==> config.mk <==
export PLATFORM = sky130hd
export DESIGN_NAME = control_sequencer_flat
export DESIGN_NICKNAME = d
export VERILOG_FILES = /design/src/rtl/control_sequencer_pkg.sv /design/src/rtl/control_sequencer_if.sv /design/src/rtl/control_sequencer_cw_gate.sv /design/src/rtl/control_sequencer.sv /design/src/flat_wrapper.sv
export SDC_FILE = /design/constraint.sdc
export NUM_CORES = 1
export LEC_CHECK = 0
export BUFFER_PORTS_ARGS = -buffer_cell sky130_fd_sc_hd__buf_2
export CAP_MARGIN = 40
export CORE_MARGIN = 2
export CORE_UTILIZATION = 44
export DETAILED_ROUTE_END_ITERATION = 6
export PLACE_DENSITY = 0.86
export SLEW_MARGIN = 20
export SYNTH_ARGS = -nofsm -noshare
export SYNTH_HDL_FRONTEND = slang
export SYNTH_SLANG_ARGS = --single-unit
==> constraint.sdc <==
create_clock -name clock -period 3.2 [get_ports clock]
set_clock_uncertainty 0.15 [all_clocks]
set_input_delay 0.48 -clock clock [delete_from_list [all_inputs] [get_ports clock]]
set_output_delay 0.48 -clock clock [all_outputs]
set_load 0.01 [all_outputs]
==> src/rtl/control_sequencer_pkg.sv <==
// Shared types and constants for the instruction-cycle controller.
// Latency: n/a (declarations only).
// Backpressure: n/a.
package cpu_ctrl_pkg;

  localparam int CW_W   = 33;
  localparam int STEP_W = 2;

  // Sequencer FSM states
  typedef enum logic [1:0] {
    FETCH = 2'd0,
    EXEC  = 2'd1,
    HALT  = 2'd2
  } state_t;

  // Control-word field bit positions (LSB = 0)
  localparam int CW_NEXT_LO   = 0;
  localparam int CW_NEXT_HI   = 1;
  localparam int CW_STATUS_LD = 2;
  localparam int CW_PC_FS_LO  = 4;
  localparam int CW_PC_FS_HI  = 5;
  localparam int CW_PC_EN     = 6;
  localparam int CW_RAM_W     = 7;
  localparam int CW_RF_W      = 9;

  // PC function select for PC+4
  localparam logic [1:0] PC_INC = 2'b01;

  // Strip every architectural side effect from a word (register, RAM,
  // flag and PC writes) while leaving read/select fields intact.
  function automatic logic [CW_W-1:0] cw_no_writes(input logic [CW_W-1:0] cw);
    logic [CW_W-1:0] w_cw;
    w_cw                           = cw;
    w_cw[CW_RF_W]                  = 1'b0;
    w_cw[CW_RAM_W]                 = 1'b0;
    w_cw[CW_PC_EN]                 = 1'b0;
    w_cw[CW_PC_FS_HI:CW_PC_FS_LO]  = 2'b00;
    w_cw[CW_STATUS_LD]             = 1'b0;
    return w_cw;
  endfunction

endpackage

==> src/rtl/control_sequencer_if.sv <==
// Bus bundle between the sequencer and the fetch/decode/datapath side.
// Latency: n/a (wires only).
// Backpressure: stall from the datapath freezes the sequencer.
interface control_sequencer_if;
  import cpu_ctrl_pkg::*;

  logic [31:0]       instr_in;
  logic              instr_valid;
  logic              fetch_req;
  logic [31:0]       ir;
  logic [STEP_W-1:0] step;
  logic [CW_W-1:0]   cw_in;
  logic [CW_W-1:0]   cw_out;
  logic              stall;
  logic [4:0]        status_in;
  logic [4:0]        status;
  logic              halted;

  // Sequencer side
  modport master (
    input  instr_in, instr_valid, cw_in, stall, status_in,
    output fetch_req, ir, step, cw_out, status, halted
  );

  // Memory / decoder / datapath side
  modport slave (
    output instr_in, instr_valid, cw_in, stall, status_in,
    input  fetch_req, ir, step, cw_out, status, halted
  );

endinterface

==> src/rtl/control_sequencer_cw_gate.sv <==
// Masks the decoder control word according to sequencer state, stall and reset.
// Latency: combinational.
// Backpressure: stall suppresses all write/PC side effects but keeps read selects.
module cw_gate
  import cpu_ctrl_pkg::*;
(
  input  state_t          i_state,
  input  logic            i_reset,
  input  logic            i_stall,
  input  logic            i_instr_valid,
  input  logic [CW_W-1:0] i_cw,
  output logic [CW_W-1:0] o_cw
);

  // Select what the datapath sees this cycle
  always_comb begin
    o_cw = '0;
    if (!i_reset) begin
      case (i_state)
        FETCH: begin
          // Only the accept cycle advances the PC; a stalled fetch does nothing.
          if (i_instr_valid && !i_stall) begin
            o_cw[CW_PC_FS_HI:CW_PC_FS_LO] = PC_INC;
          end
        end
        EXEC: begin
          o_cw = i_stall ? cw_no_writes(i_cw) : i_cw;
        end
        default: o_cw = '0;
      endcase
    end
  end

endmodule

==> src/rtl/control_sequencer.sv <==
// Instruction-cycle controller: fetch into IR, step through control words, halt.
// Latency: fetch accept -> EXEC next cycle; one EXEC cycle per step.
// Backpressure: stall holds step/IR/status and blocks fetch accept.
module control_sequencer
  import cpu_ctrl_pkg::*;
(
  input logic          clock,
  input logic          reset,
  control_sequencer_if.master bus
);

  state_t            r_state;
  logic [31:0]       r_ir;
  logic [STEP_W-1:0] r_step;
  logic [4:0]        r_status;
  logic              r_halted;
  logic [1:0]        r_loop_cnt;

  logic              w_accept;
  logic [STEP_W-1:0] w_next;
  logic              w_self;

  assign w_accept = (r_state == FETCH) && bus.instr_valid && !bus.stall;
  assign w_next   = bus.cw_in[CW_NEXT_HI:CW_NEXT_LO];
  // A word that names its own (nonzero) step as successor
  assign w_self   = (w_next != '0) && (w_next == r_step);

  // Sequencer FSM with IR, step, flags and the self-loop guard counter
  always_ff @(posedge clock) begin
    if (reset) begin
      r_state    <= FETCH;
      r_ir       <= '0;
      r_step     <= '0;
      r_status   <= '0;
      r_halted   <= 1'b0;
      r_loop_cnt <= '0;
    end else begin
      case (r_state)
        FETCH: begin
          r_loop_cnt <= '0;
          if (w_accept) begin
            r_ir   <= bus.instr_in;
            r_step <= '0;
            // An all-zero instruction word is the halt encoding.
            if (bus.instr_in == 32'h0) begin
              r_state  <= HALT;
              r_halted <= 1'b1;
            end else begin
              r_state <= EXEC;
            end
          end
        end
        EXEC: begin
          if (!bus.stall) begin
            if (bus.cw_in[CW_STATUS_LD]) begin
              r_status <= bus.status_in;
            end
            if (w_next == '0) begin
              r_state <= FETCH;
            end else if (w_self && (r_loop_cnt == 2'd3)) begin
              // Fourth consecutive self-loop: the microcode is stuck.
              r_state  <= HALT;
              r_halted <= 1'b1;
            end else begin
              r_step     <= w_next;
              r_loop_cnt <= w_self ? r_loop_cnt + 2'd1 : 2'd0;
            end
          end
        end
        HALT: begin
          r_halted <= 1'b1;
        end
        default: begin
          r_state <= FETCH;
        end
      endcase
    end
  end

  cw_gate u_cw_gate (
    .i_state       (r_state),
    .i_reset       (reset),
    .i_stall       (bus.stall),
    .i_instr_valid (bus.instr_valid),
    .i_cw          (bus.cw_in),
    .o_cw          (bus.cw_out)
  );

  assign bus.fetch_req = !reset && (r_state == FETCH);
  assign bus.ir        = r_ir;
  assign bus.step      = r_step;
  assign bus.status    = r_status;
  assign bus.halted    = r_halted;

endmodule

==> src/flat_wrapper.sv <==
// flat-port wrapper written by rule: the top's interface ports become plain ports
module control_sequencer_flat import cpu_ctrl_pkg::*;
  (clock, reset, bus_instr_in, bus_instr_valid, bus_cw_in, bus_stall, bus_status_in, bus_fetch_req, bus_ir, bus_step, bus_cw_out, bus_status, bus_halted);
  control_sequencer_if bus_i ();
  input logic clock;
  input logic reset;
  input wire logic [$bits(bus_i.instr_in)-1:0] bus_instr_in;
  input wire logic [$bits(bus_i.instr_valid)-1:0] bus_instr_valid;
  input wire logic [$bits(bus_i.cw_in)-1:0] bus_cw_in;
  input wire logic [$bits(bus_i.stall)-1:0] bus_stall;
  input wire logic [$bits(bus_i.status_in)-1:0] bus_status_in;
  output wire logic [$bits(bus_i.fetch_req)-1:0] bus_fetch_req;
  output wire logic [$bits(bus_i.ir)-1:0] bus_ir;
  output wire logic [$bits(bus_i.step)-1:0] bus_step;
  output wire logic [$bits(bus_i.cw_out)-1:0] bus_cw_out;
  output wire logic [$bits(bus_i.status)-1:0] bus_status;
  output wire logic [$bits(bus_i.halted)-1:0] bus_halted;
  assign bus_i.instr_in = bus_instr_in;
  assign bus_i.instr_valid = bus_instr_valid;
  assign bus_i.cw_in = bus_cw_in;
  assign bus_i.stall = bus_stall;
  assign bus_i.status_in = bus_status_in;
  assign bus_fetch_req = bus_i.fetch_req;
  assign bus_ir = bus_i.ir;
  assign bus_step = bus_i.step;
  assign bus_cw_out = bus_i.cw_out;
  assign bus_status = bus_i.status;
  assign bus_halted = bus_i.halted;
  control_sequencer u_core (.clock(clock), .reset(reset), .bus(bus_i));
endmodule
# [Word-level counts from Yosys, hierarchy flattened]
# Index checks and enable logic that the tools add are counted.
[op_classes] bitwise_logic=2 magnitude_cmp=0 n_eq_ne=11 div=0 reduce_logical=20 shift=0 mul=0 add_sub_neg=1 mux=28
[op_table] op="$mux 33" n=1
[op_table] op="$logic_not 32->1" n=1
[op_table] op="$mux 27" n=1
[op_table] op="$mux 2" n=13
[op_table] op="$pmux 2 s2" n=3
[op_table] op="$mux 10" n=1
[op_table] op="$ne 2x2->1 const B" n=4
[op_table] op="$reduce_and 4->1" n=2
[op_table] op="$logic_and 1x1->1" n=6
[op_table] op="$mux 1" n=6
[op_table] op="$pmux 2 s3" n=1
[op_table] op="$reduce_and 6->1" n=1
[op_table] op="$reduce_and 5->1" n=1
[op_table] op="$eq 2x2->1 const B" n=2
[op_table] op="$logic_not 2->1" n=2
[op_table] op="$mux 4" n=1
[op_table] op="$ne 2x1->1 const B" n=2
[op_table] op="$reduce_bool 2->1" n=2
[op_table] op="$ne 3x1->1 const B" n=1
[op_table] op="$pmux 1 s3" n=1
[op_table] op="$reduce_and 3->1" n=1
[op_table] op="$reduce_bool 3->1" n=1
[op_table] op="$add 2x1->2 const B" n=1
[op_table] op="$eq 2x1->1 const B" n=1
[op_table] op="other kinds (4)" n=6
[word_totals] inputBits=74 register_bits=44 mem_count=0 latch_bits=0 mem_bits_rw=0 romBits=0 wordCells=68

# [Longest topological paths before layout]
[logic_depth] word_depth=7 depth_mapped=7 mapped_depth_nobuf=5

# [Cells and area by module]
# Synthesis repeated with hierarchy kept, for this count alone.
[unflattened] cells_unflattened=269 area_unflattened_um2=2138.3
[by_module_without_submodules] mod="control_sequencer" n_inst=1 area_per_inst_um2=1848.0 cells_per_inst=231 seq_area_each_um2=880.8
[by_module_without_submodules] mod="cw_gate" n_inst=1 area_per_inst_um2=290.3 cells_per_inst=38 seq_area_each_um2=0.0

# [Worst setup path before layout]
# OpenSTA, ideal clock, no wires.
[synth_timing] path_type="input-to-output" start="in reset" end="out bus_cw_out[12]" arrival_time_ps=1323 path_stages=4 path_buffers=2 setup_slack_ps=1247 cell_sequence="nor3b_1 clkbuf_1 clkbuf_1 and2_1"
[synth_via] elab_chain_cells=1
[synth_lines] item="start: declaration" line="flat_wrapper.sv:6" rtl="input logic reset;"
[synth_lines] item="$mux 33" line="control_sequencer_cw_gate.sv:18" rtl="if (!i_reset) begin"
[synth_lines] item="end: declaration" line="flat_wrapper.sv:15" rtl="output wire logic [$bits(bus_i.cw_out)-1:0] bus_cw_out;"
# Every way passes these cells.

# [Worst setup path in the final report]
[layout_timing] start="reg u_core.r_state[0]" end="out bus_cw_out[25]"
[layout_via] elab_chain_cells=3
[layout_lines] item="start: declaration" line="control_sequencer.sv:12" rtl="state_t r_state;"
[layout_lines] item="start signal: assignment" line="control_sequencer.sv:31" rtl="r_state <= FETCH;"
[layout_lines] item="start signal: assignment" line="control_sequencer.sv:46" rtl="r_state <= HALT;"
[layout_lines] item="start signal: assignment" line="control_sequencer.sv:49" rtl="r_state <= EXEC;"
[layout_lines] item="$eq 2x1->1" line="control_sequencer_cw_gate.sv:19" rtl="case (i_state)"
[layout_lines] item="$mux 27" line="control_sequencer_cw_gate.sv:19"
[layout_lines] item="$mux 33" line="control_sequencer_cw_gate.sv:18"
# Every way passes these cells.

==> impl_metrics.json <==
{
  "first_pass_iters": 4,
  "cts_inserted_buffers": 5,
  "worst_ir_drop_vdd_mv": 0.2331,
  "route.vias.total": 2220,
  "worst_setup_start_kind": "register",
  "viasPerCell": 4.879,
  "pwr-share-clk": 0.301,
  "period_minus_slack_ps": 2614,
  "totalNegativeSetupSlack_ps": 0,
  "average_wire_per_standard_cell_um": 12.85,
  "htree_levels": 2,
  "clk_transition_reported_paths_ps": 70,
  "yosys.cell_types.count": 32,
  "timing_max_transition_violations_final": 0,
  "drive_gt1_frac": 0.4020,
  "post_synth.cell_area_avg_um2": 7.794,
  "switchingPower_uw": 298.9,
  "seq_area_frac_synth": 0.4314,
  "cts_setup_buffers": 0,
  "slew_headroom": 0.6466,
  "largest_net_degree_at_the_start_of_global_routing": 49,
  "synthArstFlopShare": 0,
  "area.growth.synth_to_final_pct": 41.67,
  "critical_path_data_required_time_ps": 2570,
  "initial_utilization": 0.4626,
  "power.leakage_nw": 1.427,
  "reg2reg_depth": 5,
  "rr_endpoint": "u_core.r_loop_cnt[0]$_SDFFE_PP0P_",
  "diodes": 0,
  "post_cts_hold_buffer_count": 0,
  "place.detailed.hpwl_um": 4582,
  "timing.critical_path.to": "bus_cw_out[25]",
  "dieWidth_um": 72.13,
  "grt_first_pass_wirelength_um": 9287,
  "ff2ff_setup_slack_ps": 1290,
  "fp.coreArea_mm2": 0.004414,
  "power-per-cell-area_mw_per_mm2": 395.5,
  "globalplace.congestion": 0.8251,
  "synth.cell_area_mm2": 0.002042,
  "synth_seq_cells": 44,
  "critPathCaptureType": "output port",
  "final_hold_viol_count": 0,
  "yosys_most_used_dff": "sky130_fd_sc_hd__dfxtp_1",
  "swShare": 0.2612,
  "clock_insertion_delay_worst_skew_ps": 280,
  "worst_hold_margin_ps": 277.0,
  "design.die.area_mm2": 0.005202,
  "worst_setup_path_startpoint": "u_core.r_state[0]$_SDFFE_PP0P_",
  "setup_viol_count_final": 0,
  "regToRegStartpoint": "u_core.r_state[0]$_SDFFE_PP0P_",
  "fin_crit_sh": 0.8168,
  "finalWirelength_um": 5847,
  "edff_count_synth": 0,
  "max_clock_freq_mhz": 382.6,
  "worstHoldStart": "bus_status_in[4]",
  "postCtsResizedCells": 0,
  "signal_arrival_time_at_the_worst_endpoint_ps": 1980,
  "critical_path.max_fanout": 18,
  "clkSinkCount": 44,
  "globalRoute.totalOverflow": 0,
  "power_report.internal_total_uw": 845.2,
  "clk_path_buf_depth": 2,
  "clock-root-buffer": "sky130_fd_sc_hd__clkbuf_8",
  "route.antenna.remaining_nets": 0,
  "grt_setup_unrepaired": "no",
  "setup.worst_path.class": "reg -> out",
  "port_buffers": 147,
  "final_nets": 477,
  "boundaryPins": 148,
  "mostFrequentLayoutCells": "sky130_fd_sc_hd__buf_2, sky130_fd_sc_hd__nand2_1, sky130_fd_sc_hd__dfxtp_1",
  "die_h_um": 72.13,
  "worstHoldPathType": "in -> reg",
  "synth_cells": 262,
  "max_cap_viol_count": 0,
  "power.share.combinational": 0.184,
  "transition_at_the_pin_with_the_smallest_max_transition_slack_ps": 527.8,
  "drcViolationCount": 0,
  "ff_latch_area_um2": 880.8,
  "outcome": "completed",
  "syn_nets": 337,
  "cts_tree": "done",
  "fill_cells": 407,
  "seqPwrFrac": 0.515,
  "yosys_warnings": 0,
  "mostFrequentLayoutCell": "sky130_fd_sc_hd__buf_2",
  "std_cell_rows": 24,
  "vias_in_the_first_global_route": 2119,
  "multi_input_logic_area_mm2": 0.001084,
  "antenna_found_initial": 0,
  "drtIter0Drc": 82,
  "groute.usage.overall": 0.2250
}
-- power groups by stage --
stage          Combinational [mW]  Sequential (mW)  Clock (mW)
2_1_floorplan               0.100            0.608           0
3_3_place_gp                0.207            0.601           0
3_5_place_dp                0.212            0.602           0
4_1_cts                     0.212            0.589       0.356
5_1_grt                     0.235            0.592       0.380
6_report                    0.211            0.589       0.344
-- logic make-up (layout without fill, tap and decap cells) --
family	count (synthesis)	count (layout)	share of synthesized area
mux	6	6	0.02941
compound gates	48	48	0.1348
flops	44	44	0.4314
xor+xnor	1	1	0.004290
fa+ha+maj	1	1	0.006126
simple gates	142	142	0.3505
buf+inv	20	161	0.04350
-- metal layers --
| layer | vias up | share of wire | GRT usage |
|---|---|---|---|
| met3 | 7 | 0.051 | 0.04583 |
| met4 | 0 | 0.013 | 0.07757 |
| met5 | - | 0 | 0 |
| met2 | 65 | 0.50 | 0.3914 |
| met1 | 1002 | 0.44 | 0.2752 |
| li1 | 1146 | - | - |
-- worst max-delay path, cell delays in order, from the launching register on --
cell and delay (ps):
sky130_fd_sc_hd__dfxtp_1 570, sky130_fd_sc_hd__nor3b_2 540, sky130_fd_sc_hd__buf_4 280, sky130_fd_sc_hd__and2_1 170
sky130_fd_sc_hd__buf_2 140
-- worst min path at each step --
stage / endpoint / cells past startpoint / slack (ps)
3_5_place_dp: u_core.bus.ir[17]$_SDFFE_PP0P_ / 2 / 290
4_1_cts: u_core.bus.status[4]$_SDFFE_PP0P_ / 3 / 270
6_report: u_core.bus.status[4]$_SDFFE_PP0P_ / 3 / 280
5_1_grt: u_core.bus.status[0]$_SDFFE_PP0P_ / 3 / 280
3_3_place_gp: u_core.bus.ir[31]$_SDFFE_PP0P_ / 2 / 290
2_1_floorplan: u_core.r_loop_cnt[0]$_SDFFE_PP0P_ / 2 / 300
-- per-stage QoR --
| step | worst slack, ps | utilization | cell area (µm²) | power [mW] | instances |
|---|---|---|---|---|---|
| final | 586.3 | 0.6553 | 2893 | 1.144 | 455 |
| after global routing | 387.8 | 0.6553 | 2893 | 1.207 | 455 |
| after CTS | 594.4 | 0.6553 | 2893 | 1.157 | 455 |
| after detailed placement | 909.2 | 0.6349 | 2803 | 0.8137 | 447 |
| after global placement | 981.6 | 0.6349 | 2803 | 0.8081 | 447 |
| after floorplan | 1247 | - | 2042 | 0.7089 | 262 |
-- final cells by class --
type	count	area share
Multi-Input combinational cell	198	0.3746
Clock buffer	8	0.03114
Inverter	2	0.002595
Timing Repair Buffer	151	0.2647
Sequential cell	44	0.3045
Tap cell	52	0.02249
-- synth_stat cells, types with 2 or more instances --
cell type	count	area, µm²
sky130_fd_sc_hd__nand2b_1	8	50.05
sky130_fd_sc_hd__nor4_1	10	62.56
sky130_fd_sc_hd__dfxtp_1	44	880.8
sky130_fd_sc_hd__nor2b_1	4	25.02
sky130_fd_sc_hd__nor2_1	10	37.54
sky130_fd_sc_hd__clkbuf_1	9	33.78
sky130_fd_sc_hd__buf_2	7	35.03
sky130_fd_sc_hd__mux2i_1	6	60.06
sky130_fd_sc_hd__nor3_1	3	15.01
sky130_fd_sc_hd__o21ai_0	6	30.03
sky130_fd_sc_hd__nor3b_1	2	15.01
sky130_fd_sc_hd__nand2_1	67	251.5
sky130_fd_sc_hd__or3_1	2	12.51
sky130_fd_sc_hd__inv_1	2	7.510
sky130_fd_sc_hd__a21oi_1	33	165.2
sky130_fd_sc_hd__nand4_1	2	12.51
sky130_fd_sc_hd__o21ai_1	2	10.01
sky130_fd_sc_hd__and2_1	31	193.9
-- registers in the layout, indices dropped and copies added (netlist names) --
| register | flops |
|---|---|
| u_core.bus.halted | 1 |
| u_core.bus.status | 5 |
| u_core.bus.ir | 32 |
| u_core.r_loop_cnt | 2 |
| u_core.bus.step | 2 |
| u_core.r_state | 2 |
(Power assumes the default switching activity.)
